==> config.mk <==
export PLATFORM = sky130hd
export DESIGN_NAME = uart_msg_sender
export DESIGN_NICKNAME = d
export VERILOG_FILES = /design/src/rtl/uart_msg_pkg.sv /design/src/rtl/uart_msg_buf.sv /design/src/rtl/uart_msg_sender.sv
export SDC_FILE = /design/constraint.sdc
export NUM_CORES = 1
export LEC_CHECK = 0
export CORE_UTILIZATION = 50
export DETAILED_ROUTE_END_ITERATION = 10
export PLACE_DENSITY = 0.68
export SETUP_SLACK_MARGIN = 0.5
export SLEW_MARGIN = 20
export SYNTH_ARGS = -nofsm -noshare
export SYNTH_HDL_FRONTEND = slang
export SYNTH_SLANG_ARGS = --single-unit
==> constraint.sdc <==
create_clock -name clk_50MHz -period 4 [get_ports clk_50MHz]
set_input_delay 0.6 -clock clk_50MHz [delete_from_list [all_inputs] [get_ports clk_50MHz]]
set_output_delay 0.6 -clock clk_50MHz [all_outputs]
set_load 0.01 [all_outputs]
==> src/rtl/uart_msg_pkg.sv <==
`default_nettype none
// ============================================================================
//  Module      : uart_msg_pkg
//  Description : Shared types and default constants for the UART message
//                sender: FSM state encoding and default timing values.
//  Revision    : 1.0 - initial release
// ============================================================================
package uart_msg_pkg;

    // FSM state encoding for the message sender
    typedef enum logic [2:0] {
        S_IDLE = 3'd0,
        S_LOAD = 3'd1,
        S_FIRE = 3'd2,
        S_WAIT = 3'd3,
        S_DONE = 3'd4
    } state_t;

    localparam int CLK_HZ          = 50_000_000;
    localparam int DEF_PERIOD_CYC  = CLK_HZ / 2;   // 0.5 s
    localparam int DEF_TIMEOUT_CYC = 1_000_000;    // 20 ms

endpackage : uart_msg_pkg
`default_nettype wire

==> src/rtl/uart_msg_buf.sv <==
`default_nettype none
// ============================================================================
//  Module      : uart_msg_buf
//  Description : DEPTH x DATA_W message buffer, single write port and a
//                registered read port. Writes are refused while the sender
//                is busy, and a refused write raises a one-cycle wr_err.
//  Ports       : clk_50MHz, uart_rst_p   - clock, async active-high reset
//                wr_en_i/wr_addr_i/wr_data_i - write port
//                busy_i                  - sender busy, blocks writes
//                rd_en_i/rd_addr_i       - read request (data next cycle)
//                rd_data_o               - registered read data
//                wr_err_o                - write attempted while busy
//  Revision    : 1.0 - initial release
// ============================================================================
module uart_msg_buf #(
    parameter int DATA_W = 8,
    parameter int DEPTH  = 16,
    parameter int ADDR_W = $clog2(DEPTH)
) (
    input  logic              clk_50MHz,
    input  logic              uart_rst_p,
    input  logic              wr_en_i,
    input  logic [ADDR_W-1:0] wr_addr_i,
    input  logic [DATA_W-1:0] wr_data_i,
    input  logic              busy_i,
    input  logic              rd_en_i,
    input  logic [ADDR_W-1:0] rd_addr_i,
    output logic [DATA_W-1:0] rd_data_o,
    output logic              wr_err_o
);

    logic [DATA_W-1:0] mem_q [DEPTH];
    logic [DATA_W-1:0] rd_data_q;

    // Storage is deliberately not reset so message content survives a reset.
    always_ff @(posedge clk_50MHz) begin
        if (wr_en_i && !busy_i) begin
            mem_q[wr_addr_i] <= wr_data_i;
        end
    end

    // The read register is what drives para_data, so it holds its value
    // between reads and clears on reset.
    always_ff @(posedge clk_50MHz or posedge uart_rst_p) begin
        if (uart_rst_p) begin
            rd_data_q <= '0;
        end else if (rd_en_i) begin
            rd_data_q <= mem_q[rd_addr_i];
        end
    end

    assign rd_data_o = rd_data_q;
    assign wr_err_o  = wr_en_i && busy_i;

endmodule : uart_msg_buf
`default_nettype wire

==> src/rtl/uart_msg_sender.sv <==
`default_nettype none
// ============================================================================
//  Module      : uart_msg_sender
//  Description : Streams a programmable message from a byte buffer into a
//                uart_txd style enable/data/done handshake. Triggered by a
//                start pulse or a periodic timer; per-byte tx_done timeout.
//  Ports       : clk_50MHz, uart_rst_p        - clock, async active-high reset
//                start, periodic_en, msg_len  - trigger control
//                wr_en, wr_addr, wr_data      - buffer write port
//                tx_done                      - byte finished (from uart_txd)
//                uart_tx_enable, para_data    - byte request (to uart_txd)
//                busy, msg_done, overrun, tx_err, wr_err - status
//  Revision    : 1.0 - initial release
// ============================================================================
module uart_msg_sender
    import uart_msg_pkg::*;
#(
    parameter int DATA_W      = 8,
    parameter int DEPTH       = 16,
    parameter int ADDR_W      = $clog2(DEPTH),
    parameter int LEN_W       = $clog2(DEPTH) + 1,
    parameter int PERIOD_CYC  = DEF_PERIOD_CYC,
    parameter int TIMEOUT_CYC = DEF_TIMEOUT_CYC
) (
    input  logic              clk_50MHz,
    input  logic              uart_rst_p,
    input  logic              start,
    input  logic              periodic_en,
    input  logic [LEN_W-1:0]  msg_len,
    input  logic              wr_en,
    input  logic [ADDR_W-1:0] wr_addr,
    input  logic [DATA_W-1:0] wr_data,
    input  logic              tx_done,
    output logic              uart_tx_enable,
    output logic [DATA_W-1:0] para_data,
    output logic              busy,
    output logic              msg_done,
    output logic              overrun,
    output logic              tx_err,
    output logic              wr_err
);

    localparam int PER_W = $clog2(PERIOD_CYC + 1);
    localparam int TO_W  = $clog2(TIMEOUT_CYC + 1);

    state_t            state_q, state_d;
    logic [ADDR_W-1:0] idx_q, idx_d;
    logic [LEN_W-1:0]  len_q, len_d;
    logic [PER_W-1:0]  per_cnt_q, per_cnt_d;
    logic [TO_W-1:0]   to_cnt_q, to_cnt_d;

    logic              per_tick;
    logic              trig;
    logic [LEN_W-1:0]  eff_len;
    logic              is_last;
    logic              rd_en;

    // ------------------------------------------------------------------
    // Trigger generation; the period counter free-runs even while busy
    // ------------------------------------------------------------------
    assign per_tick  = periodic_en && (per_cnt_q == PER_W'(PERIOD_CYC - 1));
    assign per_cnt_d = (!periodic_en || per_tick) ? '0 : per_cnt_q + PER_W'(1);
    assign trig      = start || per_tick;

    // Lengths beyond the buffer are clamped rather than wrapping the index.
    assign eff_len = (msg_len > LEN_W'(DEPTH)) ? LEN_W'(DEPTH) : msg_len;
    assign is_last = ({1'b0, idx_q} == (len_q - LEN_W'(1)));

    // ------------------------------------------------------------------
    // Sequencer
    // ------------------------------------------------------------------
    always_comb begin
        state_d        = state_q;
        idx_d          = idx_q;
        len_d          = len_q;
        to_cnt_d       = to_cnt_q;
        rd_en          = 1'b0;
        uart_tx_enable = 1'b0;
        msg_done       = 1'b0;
        tx_err         = 1'b0;
        // Any trigger outside IDLE (DONE included) is dropped and flagged.
        overrun        = trig && (state_q != S_IDLE);

        case (state_q)
            S_IDLE: begin
                if (trig && (eff_len != '0)) begin
                    len_d   = eff_len;
                    idx_d   = '0;
                    state_d = S_LOAD;
                end
            end
            S_LOAD: begin
                rd_en   = 1'b1;
                state_d = S_FIRE;
            end
            S_FIRE: begin
                uart_tx_enable = 1'b1;
                to_cnt_d       = '0;
                state_d        = S_WAIT;
            end
            S_WAIT: begin
                // A tx_done arriving on the timeout cycle still wins.
                if (tx_done) begin
                    if (is_last) begin
                        state_d = S_DONE;
                    end else begin
                        idx_d   = idx_q + ADDR_W'(1);
                        state_d = S_LOAD;
                    end
                end else if (to_cnt_q == TO_W'(TIMEOUT_CYC - 1)) begin
                    tx_err  = 1'b1;
                    state_d = S_IDLE;
                end else begin
                    to_cnt_d = to_cnt_q + TO_W'(1);
                end
            end
            S_DONE: begin
                msg_done = 1'b1;
                state_d  = S_IDLE;
            end
            default: begin
                state_d = S_IDLE;
            end
        endcase
    end

    always_ff @(posedge clk_50MHz or posedge uart_rst_p) begin
        if (uart_rst_p) begin
            state_q   <= S_IDLE;
            idx_q     <= '0;
            len_q     <= '0;
            per_cnt_q <= '0;
            to_cnt_q  <= '0;
        end else begin
            state_q   <= state_d;
            idx_q     <= idx_d;
            len_q     <= len_d;
            per_cnt_q <= per_cnt_d;
            to_cnt_q  <= to_cnt_d;
        end
    end

    assign busy = (state_q != S_IDLE);

    // ------------------------------------------------------------------
    // Message buffer
    // ------------------------------------------------------------------
    uart_msg_buf #(
        .DATA_W (DATA_W),
        .DEPTH  (DEPTH),
        .ADDR_W (ADDR_W)
    ) u_buf (
        .clk_50MHz  (clk_50MHz),
        .uart_rst_p (uart_rst_p),
        .wr_en_i    (wr_en),
        .wr_addr_i  (wr_addr),
        .wr_data_i  (wr_data),
        .busy_i     (busy),
        .rd_en_i    (rd_en),
        .rd_addr_i  (idx_q),
        .rd_data_o  (para_data),
        .wr_err_o   (wr_err)
    );

endmodule : uart_msg_sender
`default_nettype wire

==> flow_summary.yaml, run 1 <==
outcome:
  status: "complete, no violations"
sta:
  rsz0062_at_grt: "no"
  period_share_pct: 82.14
  fmax_mhz: 304.4
  max_slew.worst_pin.slew_ns: 1.028
  skew_ns: 0.007695
  slew_headroom_pct: 31.47
  tns_ns: 0
  min_period_ns: 3.286
  setup_violations: 0
  hold_viol: 0
  slew_viol_final: 0
  setup_slack_ns: 0.7144
power:
  clkPwrFrac_pct: 31.4
  ir_drop_uv: 377.3
  switching_share_pct: 29.43
  p_switching_uw: 1525
  p_leak_uw: 0.003369
  combPwrFrac_pct: 21.3
  seqPwrFrac_pct: 47.4
  p_per_area_nw_per_um2: 545.2
  p_int_uw: 3657
cts:
  cts_root_buf: "clkbuf_16"
  cts_resized: 0
  h-tree-depth: 4
  cts_tree: "done"
  hold_buffers: 0
  clk_latency_ns: 0.44
  cts_setup_buffers: 0
  cts_num_sinks: 193
  clkTransAtPathRegs_ns: 0.07
  numCtsBuffers: 17
  clock_path_buffers: 2
yosys:
  synth_top_area_share_pct: 46.04
  syn_area_um2: 8348
  synth-main-ff-cell: "edfxtp_1"
  synthMuxAreaShare_pct: 11.29
  synth_top_family_by_area: "simple AND/OR/NAND/NOR gates"
  yosys_warnings: 0
  ys_ff_latch: 193
  yosysTopAreaCell: "edfxtp_1"
  async_flop_share_pct: 33.68
  ys_top_cells_by_area: "edfxtp_1 (46%), dfrtp_1 (19%), mux4_2 (8.6%)"
  syn-instance-count: 561
  synth_fa_ha_area_share_pct: 0.5995
  yosysMostFrequentCell: "edfxtp_1"
  synth_cell_types: 58
  synth_nets: 588
  synth_seq_area_share_pct: 65.53
  synth_xor_area_share_pct: 3.882
  ys_top_cells_by_count: "edfxtp_1 (128), dfrtp_1 (65), nor2_1 (63)"
  synth_edf_count: 128
  syn_avg_cell_area_um2: 14.88
  synth_compound_area_share_pct: 4.586
  yosys.area_share.simple_pct: 12.07
critical_path:
  start_kind: "register"
  setup.worst_path.class: "reg -> out"
  cp-end-kind: "output pin"
  timing.rr.start: "per_cnt_q[0]"
  path_cells: "ha_1 -> nand3_1 -> nor4_4 -> a41oi_2 -> nor2_1 -> clkdlybuf4s50_1"
  reg2reg_to: "len_q[4]"
  reg2reg_slack_ns: 1.51
  slowest_stage: "clkdlybuf4s50_1"
  r2r.worst_path.cells: 6
  cp_top_family: "simple AND/OR/NAND/NOR gates"
  slowest_delay_ns: 0.54
  crit_path_max_fanout: 9
  arrival_ns: 2.69
  cp.buffers_inverters: 1
  crit_required_ns: 3.40
finish:
  syn2layout_area_growth_pct: 13.85
  drive_above_1_share_pct: 16.21
  num_antenna_cells: 0
  fill_cells: 1237
  fin_nets: 631
placement:
  hpwl_mm: 10.42
  place_congestion: 0.8468
  pre_cts_ws_ns: 1.159
  port_buffers: 36
global_routing:
  grt_pass1_wl_mm: 25.92
  overflow: 0
  track_usage_pct: 20.11
  grt_start_max_net_pins: 43
  busiest_layer: "met2"
  grt_pass1_vias: 4874
  met2_usage_pct: 32.62
  grt_use_met1_pct: 26.87
  antenna_found_initial: 0
  grtUsageMet3_pct: 4.321
drt:
  route.detailed.drc: 0
  ant_nets: 0
  drt_iter0_markers: 437
  wirelength_mm: 15.93
  first_pass_iters: 4
  wire_per_inst_um: 19.12
  vias: 4829
  viasPerCell: 5.797
floorplanning:
  start_util_pct: 51.80
  fp.dieArea_um2: 17220
  fp.dieH_um: 131.2
  fp.dieW_um: 131.2
  fp-row-count: 46
  core_um2: 16120
  io_pins: 37
flow_run:
  drv_cap: 0
hold_path:
  hp-class: "reg -> reg"
  hold_path_depth: 1
  hp-start: "per_cnt_q[0]"
  hold_path_end: "per_cnt_q[0]"
## cell families (layout without fill, tap and decap cells)
family	count (synthesis)	in the layout
muxes	53	53
AOI/OAI and AO/OA	45	45
xor gates and xnor gates	37	37
DFF	193	193
adders and majority gates	4	4
buffers and inverters	37	93
and+or+nand+nor	192	192
## power by group through the flow
| stage | clock, µW | combinational [µW] | sequential (µW) |
|---|---|---|---|
| after floorplan | 0 | 870 | 2380 |
| after global placement | 0 | 1080 | 2490 |
| after detailed placement | 0 | 1110 | 2500 |
| after CTS | 1660 | 1120 | 2460 |
| after global routing | 1740 | 1200 | 2480 |
| final | 1620 | 1100 | 2460 |
## layer usage
layer / wire length, µm / up-vias
met5: 0 / -
met4: 230 / 0
met3: 732 / 20
met2: 7958 / 145
met1: 7008 / 2430
li1: - / 2234
## registers in the layout, indices dropped and copies added (netlist names)
signal / flops
u_buf.rd_data_o: 8
u_buf.mem_q: 128
to_cnt_q: 20
state_q: 3
per_cnt_q: 25
idx_q: 4
len_q: 5
## layout by cell type, fill, tap and decap left out, drive strengths merged, types with 10 or more instances in the layout
master         count
clkbuf            17
nor2              63
nand3             27
clkdlybuf4s50     36
dfrtp             65
mux2i             12
nand2             25
and3              11
nor3              21
buf               10
mux4              32
edfxtp           128
inv               24
xnor2             15
xor2              22
## worst max-delay path by stage
stage / from / endpoint / slack (ns) / cells past startpoint
final: per_cnt_q[0] / overrun / 0.71 / 6
after global routing: per_cnt_q[0] / overrun / 0.54 / 6
after floorplan: state_q[0] / u_buf.mem_q[0][0] / 1.62 / 5
after global placement: tx_done / tx_err / 1.19 / 4
after CTS: per_cnt_q[0] / overrun / 0.70 / 6
after detailed placement: tx_done / tx_err / 1.16 / 4
## cell type report
cell class | count | area, µm² | area share (%)
Timing Repair Buffer | 46 | 435.4 | 4.581
Tap cell | 216 | 270.3 | 2.844
Multi-Input combinational cell | 331 | 2706 | 28.48
Sequential cell | 193 | 5472 | 57.57
Inverter | 15 | 56.30 | 0.5924
Clock buffer | 17 | 425.4 | 4.476
Clock inverter | 15 | 138.9 | 1.461
## metrics by stage
| stage | util [%] | hold WS (ns) | total power [µW] | cells | area, µm² |
|---|---|---|---|---|---|
| floorplan | - | 0.4245 | 3246 | 561 | 8348 |
| global placement | 55.47 | 0.4396 | 3575 | 801 | 8940 |
| detailed placement | 55.47 | 0.4824 | 3609 | 801 | 8940 |
| CTS | 58.98 | 0.4966 | 5228 | 833 | 9504 |
| global route | 58.98 | 0.5098 | 5430 | 833 | 9504 |
| finish | 58.98 | 0.4915 | 5182 | 833 | 9504 |
No activity file was read; power rests on OpenSTA's default activity.
==> run 2: changes to the inputs <==
==> constraint.sdc (replaced) <==
create_clock -name clk_50MHz -period 3.45 [get_ports clk_50MHz]
set_input_delay 0.5175 -clock clk_50MHz [delete_from_list [all_inputs] [get_ports clk_50MHz]]
set_output_delay 0.5175 -clock clk_50MHz [all_outputs]
set_load 0.01 [all_outputs]
==> run 2 against run 1 <==
  * Clock skew grew 0.0057 ns
  * Highest routed layer unchanged
  * First-iteration DRC count fell by 14%
  * Sequential cell count did not move
  * Sequential power increased by 14%
  * Core utilization up 1.2 points
  * Critical path depth decreased by 3
  * Sequential share of layout area is 1.1 points lower
  * Routed wire length up 0.24%
  * Combinational power grew 21%
  * Worst hold slack gained 0.026 ns
==> flow_summary.yaml, run 2 (same netlist as run 1, synthesis figures left out) <==
outcome:
  status: "complete, no violations"
sta:
  fmax_mhz: 361.8
  hold_viol: 0
  max_slew.worst_pin.slew_ns: 0.8022
  rsz0062_at_grt: "no"
  period_share_pct: 80.11
  slew_headroom_pct: 46.52
  tns_ns: 0
  skew_ns: 0.01343
  setup_violations: 0
  min_period_ns: 2.764
  slew_viol_final: 0
global_routing:
  track_usage_pct: 19.82
  antenna_found_initial: 0
  grt_start_max_net_pins: 66
  grt_pass1_vias: 4931
  grt_pass1_wl_mm: 25.96
  overflow: 0
cts:
  cts_tree: "done"
  clkTransAtPathRegs_ns: 0.07
  clk_latency_ns: 0.43
  cts_root_buf: "clkbuf_16"
  h-tree-depth: 4
  numCtsBuffers: 17
  clock_path_buffers: 2
  cts_num_sinks: 193
critical_path:
  crit_path_max_fanout: 14
  setup.worst_path.class: "reg -> out"
  slowest_delay_ns: 0.64
  cp-end-kind: "output pin"
  crit_required_ns: 2.93
  path_cells: "or3b_1 -> inv_1 -> clkdlybuf4s50_1"
  start_kind: "register"
  arrival_ns: 2.25
  reg2reg_slack_ns: 1.09
  slowest_stage: "or3b_1"
floorplanning:
  start_util_pct: 51.80
  io_pins: 37
  fp-row-count: 46
  fp.dieH_um: 131.2
  fp.dieW_um: 131.2
  fp.dieArea_um2: 17220
  core_um2: 16120
finish:
  final_cell_mix: "edfxtp_1 (128), dfrtp_1 (64), nor2_1 (63), clkdlybuf4s50_1 (34), mux4_2 (32)"
  fill_cells: 1210
  drive_above_1_share_pct: 18.93
  top_regs: "u_buf.mem_q (128), per_cnt_q (25), to_cnt_q (20)"
  largest_reg_flops: 128
  fin_area_um2: 9694
  fin_nets: 648
  syn2layout_area_growth_pct: 16.13
  num_antenna_cells: 0
  final_core_util_pct: 60.16
  largest-register: "u_buf.mem_q"
  final_common_cell: "edfxtp_1"
power:
  p_leak_uw: 0.003473
  p_per_area_nw_per_um2: 621.0
  ir_drop_uv: 475.9
  total_power_uw: 6020
drt:
  ant_nets: 0
  wirelength_mm: 15.97
  route.detailed.drc: 0
  viasPerCell: 5.693
  first_pass_iters: 4
  wire_per_inst_um: 18.79
  vias: 4839
  drt_iter0_markers: 374
hold_path:
  hp-class: "reg -> reg"
placement:
  place_congestion: 0.8506
  hpwl_mm: 10.35
  dpl-instance-area_um2: 9042
  port_buffers: 36
flow_run:
  drv_cap: 0
[run 2: worst paths after layout]
kind	startpoint	to	cells after the start
worst max-delay path	state_q[0]	uart_tx_enable	3
worst min-delay path	per_cnt_q[0]	per_cnt_q[0]	1
worst max register to register	idx_q[0]	u_buf.rd_data_o[7]	5
worst min register to register	per_cnt_q[0]	per_cnt_q[0]	1
max in group asynchronous	uart_rst_p	idx_q[0]	3
min in group asynchronous	uart_rst_p	len_q[3]	3
[run 2: worst max-delay path: cells and delay by family (launching register included)]
| family | cells | cell delay [ns] |
|---|---|---|
| and+or+nand+nor | 1 | 0.64 |
| DFF | 1 | 0.48 |
| buffers and inverters | 2 | 0.71 |
[run 2: metrics by stage]
stage | cells | hold WS, ns | setup WS (ns)
after floorplan | 561 | 0.4245 | 1.067
after global placement | 813 | 0.4365 | 0.8105
after detailed placement | 813 | 0.4460 | 0.7612
after CTS | 846 | 0.4559 | 0.4471
after global routing | 850 | 0.5572 | 0.5631
final | 850 | 0.5178 | 0.6863
[run 2: cell type report]
class / count / area, µm² / area share [%]
Clock buffer: 17 / 425.4 / 4.388
Clock inverter: 15 / 140.1 / 1.446
Inverter: 15 / 56.30 / 0.5808
Multi-Input combinational cell: 331 / 2754 / 28.41
Sequential cell: 193 / 5472 / 56.44
Tap cell: 216 / 270.3 / 2.788
Timing Repair Buffer: 63 / 576.8 / 5.950
[run 2: repair_timing]
action                                  CTS  global route
pin swaps                                 2             2
setup buffers                             1             4
endpoints found under the setup margin    2             1
resized for setup                         4             6
hold buffers                              0             0
[run 2: report_power, final]
group,total (µW),internal (µW),switching (µW)
combinational,1330,689,641
clock,1870,959,915
sequential,2810,2610,206
total,6020,4260,1760
[run 2: routing by layer]
| layer | track usage [%] | wire (µm) | vias to the layer above |
|---|---|---|---|
| met4 | 5.882 | 85 | 0 |
| met2 | 32.51 | 8155 | 111 |
| met1 | 26.16 | 6882 | 2460 |
| met5 | 0 | 0 | - |
| li1 | - | - | 2262 |
| met3 | 4.900 | 845 | 6 |
==> run 3: changes to the inputs <==
==> constraint.sdc (replaced) <==
create_clock -name clk_50MHz -period 2.7 [get_ports clk_50MHz]
set_input_delay 0.405 -clock clk_50MHz [delete_from_list [all_inputs] [get_ports clk_50MHz]]
set_output_delay 0.405 -clock clk_50MHz [all_outputs]
set_load 0.01 [all_outputs]
==> run 3 against run 2 <==
  * Setup slack got worse by 0.41 ns
  * Critical path type unchanged
  * Worst hold slack got worse by 0.13 ns
  * Largest cell class unchanged
  * Sequential power rose by 25%
  * Global-route usage rose by 1.0 points
  * Final cell count rose by 2.8%
  * Critical endpoint is now tx_err
  * Combinational power rose by 44%
  * Design area rose by 2.2%
  * Highest routed layer unchanged
==> flow_summary.yaml, run 3 (same netlist as run 1, synthesis figures left out) <==
sta:
  rsz0062_at_grt: "yes"
  slew_viol_final: 0
  min_period_ns: 2.421
  slew_headroom_pct: 56.32
  max_slew.worst_pin.slew_ns: 0.6536
  tns_ns: 0
  period_share_pct: 89.68
  fmax_mhz: 413.0
  setup_violations: 0
  hold_viol: 0
  setup_slack_ns: 0.2786
  skew_ns: 0.008169
outcome:
  status: "complete, no violations"
finish:
  final_cell_mix: "edfxtp_1 (128), nor2_1 (62), dfrtp_1 (62), buf_4 (49), mux4_2 (32)"
  fin_nets: 672
  top_regs: "u_buf.mem_q (128), per_cnt_q (25), to_cnt_q (20)"
  largest-register: "u_buf.mem_q"
  fill_cells: 1228
  num_antenna_cells: 0
  syn2layout_area_growth_pct: 18.68
  largest_reg_flops: 128
  final_common_cell: "edfxtp_1"
  drive_above_1_share_pct: 23.40
cts:
  cts_root_buf: "clkbuf_16"
  numCtsBuffers: 17
  clk_latency_ns: 0.43
  clock_path_buffers: 2
  clkTransAtPathRegs_ns: 0.07
  h-tree-depth: 4
  cts_tree: "done"
  cts_num_sinks: 193
  hold_buffers: 0
critical_path:
  crit_required_ns: 2.30
  arrival_ns: 2.02
  crit_path_max_fanout: 2
  start_kind: "register"
  cp-end-kind: "output pin"
  setup.worst_path.class: "reg -> out"
global_routing:
  grt_start_max_net_pins: 38
  antenna_found_initial: 0
  grt_pass1_vias: 5196
  grt_pass1_wl_mm: 27.41
  overflow: 0
  track_usage_pct: 20.85
floorplanning:
  fp-row-count: 46
  fp.dieH_um: 131.2
  io_pins: 37
  start_util_pct: 51.80
  fp.dieArea_um2: 17220
  core_um2: 16120
  fp.dieW_um: 131.2
placement:
  pre_cts_ws_ns: 0.2146
  port_buffers: 36
  place_congestion: 0.7909
  hpwl_mm: 10.79
power:
  p_per_area_nw_per_um2: 795.2
  ir_drop_uv: 562.7
  total_power_uw: 7878
  p_leak_uw: 0.003637
drt:
  viasPerCell: 5.732
  ant_nets: 0
  wirelength_mm: 16.77
  drt_iter0_markers: 317
  vias: 5010
  wire_per_inst_um: 19.19
  route.detailed.drc: 0
  first_pass_iters: 4
hold_path:
  hp-class: "in -> async"
flow_run:
  drv_cap: 0
run 3: report_power, final:
part / internal [µW] / switching, µW / leakage, µW / total [µW]
clock network: 1240 / 1220 / 0.000288 / 2460
registers: 3340 / 170 / 0.00203 / 3510
logic: 958 / 952 / 0.00132 / 1910
total: 5540 / 2340 / 0.00364 / 7880
run 3: path summary, 6_finish.rpt:
check | depth (start not counted) | to | from | slack (ns)
min in group clk_50MHz | 1 | u_buf.rd_data_o[5] | u_buf.rd_data_o[5] | 0.52
worst min register to register | 1 | u_buf.rd_data_o[5] | u_buf.rd_data_o[5] | 0.52
max in group asynchronous | 3 | idx_q[0] | uart_rst_p | 1.67
worst min-delay path | 2 | u_buf.rd_data_o[2] | uart_rst_p | 0.39
worst max register to register | 5 | state_q[0] | to_cnt_q[6] | 0.54
worst max-delay path | 5 | tx_err | to_cnt_q[12] | 0.28
run 3: final cells by class:
cell class                 instances  area [µm²]  area share (%)
tap                              216       270.3           2.728
multi-input combinational        331        2755           27.81
timing repair buffer              87       764.5           7.717
sequential                       193        5474           55.25
clock buffer                      17       425.4           4.294
inverter                          15       56.30          0.5683
clock inverter                    15       161.4           1.629
run 3: timing repair:
| action | in CTS | in global routing |
|---|---|---|
| gates resized for setup | 19 | 5 |
| endpoints found under the setup margin | 6 | 9 |
| pin swaps | 9 | 10 |
| hold endpoints to repair | 0 | 0 |
| buffers inserted | 19 | 2 |
run 3: stage by stage:
stage	cell area, µm²	hold slack [ns]	cells	util [%]
after global routing	9907	0.4459	874	61.48
after global placement	9120	0.4367	821	56.59
after detailed placement	9120	0.4541	821	56.59
after CTS	9881	0.4062	872	61.31
final	9907	0.3919	874	61.48
after floorplan	8353	0.4245	561	-
run 3: critical path: stages (launching register included):
cell and delay, ns:
dfrtp_1 0.38, or4b_4 0.56, nor4_4 0.28, nand2b_1 0.12
nor2_2 0.11, buf_2 0.14
run 3: layer usage:
metal | GRT usage (%) | part of all wire, %
met4 | 7.059 | 1.7
met2 | 35.73 | 52
met5 | 0 | 0
met3 | 4.321 | 4.6
met1 | 26.35 | 42
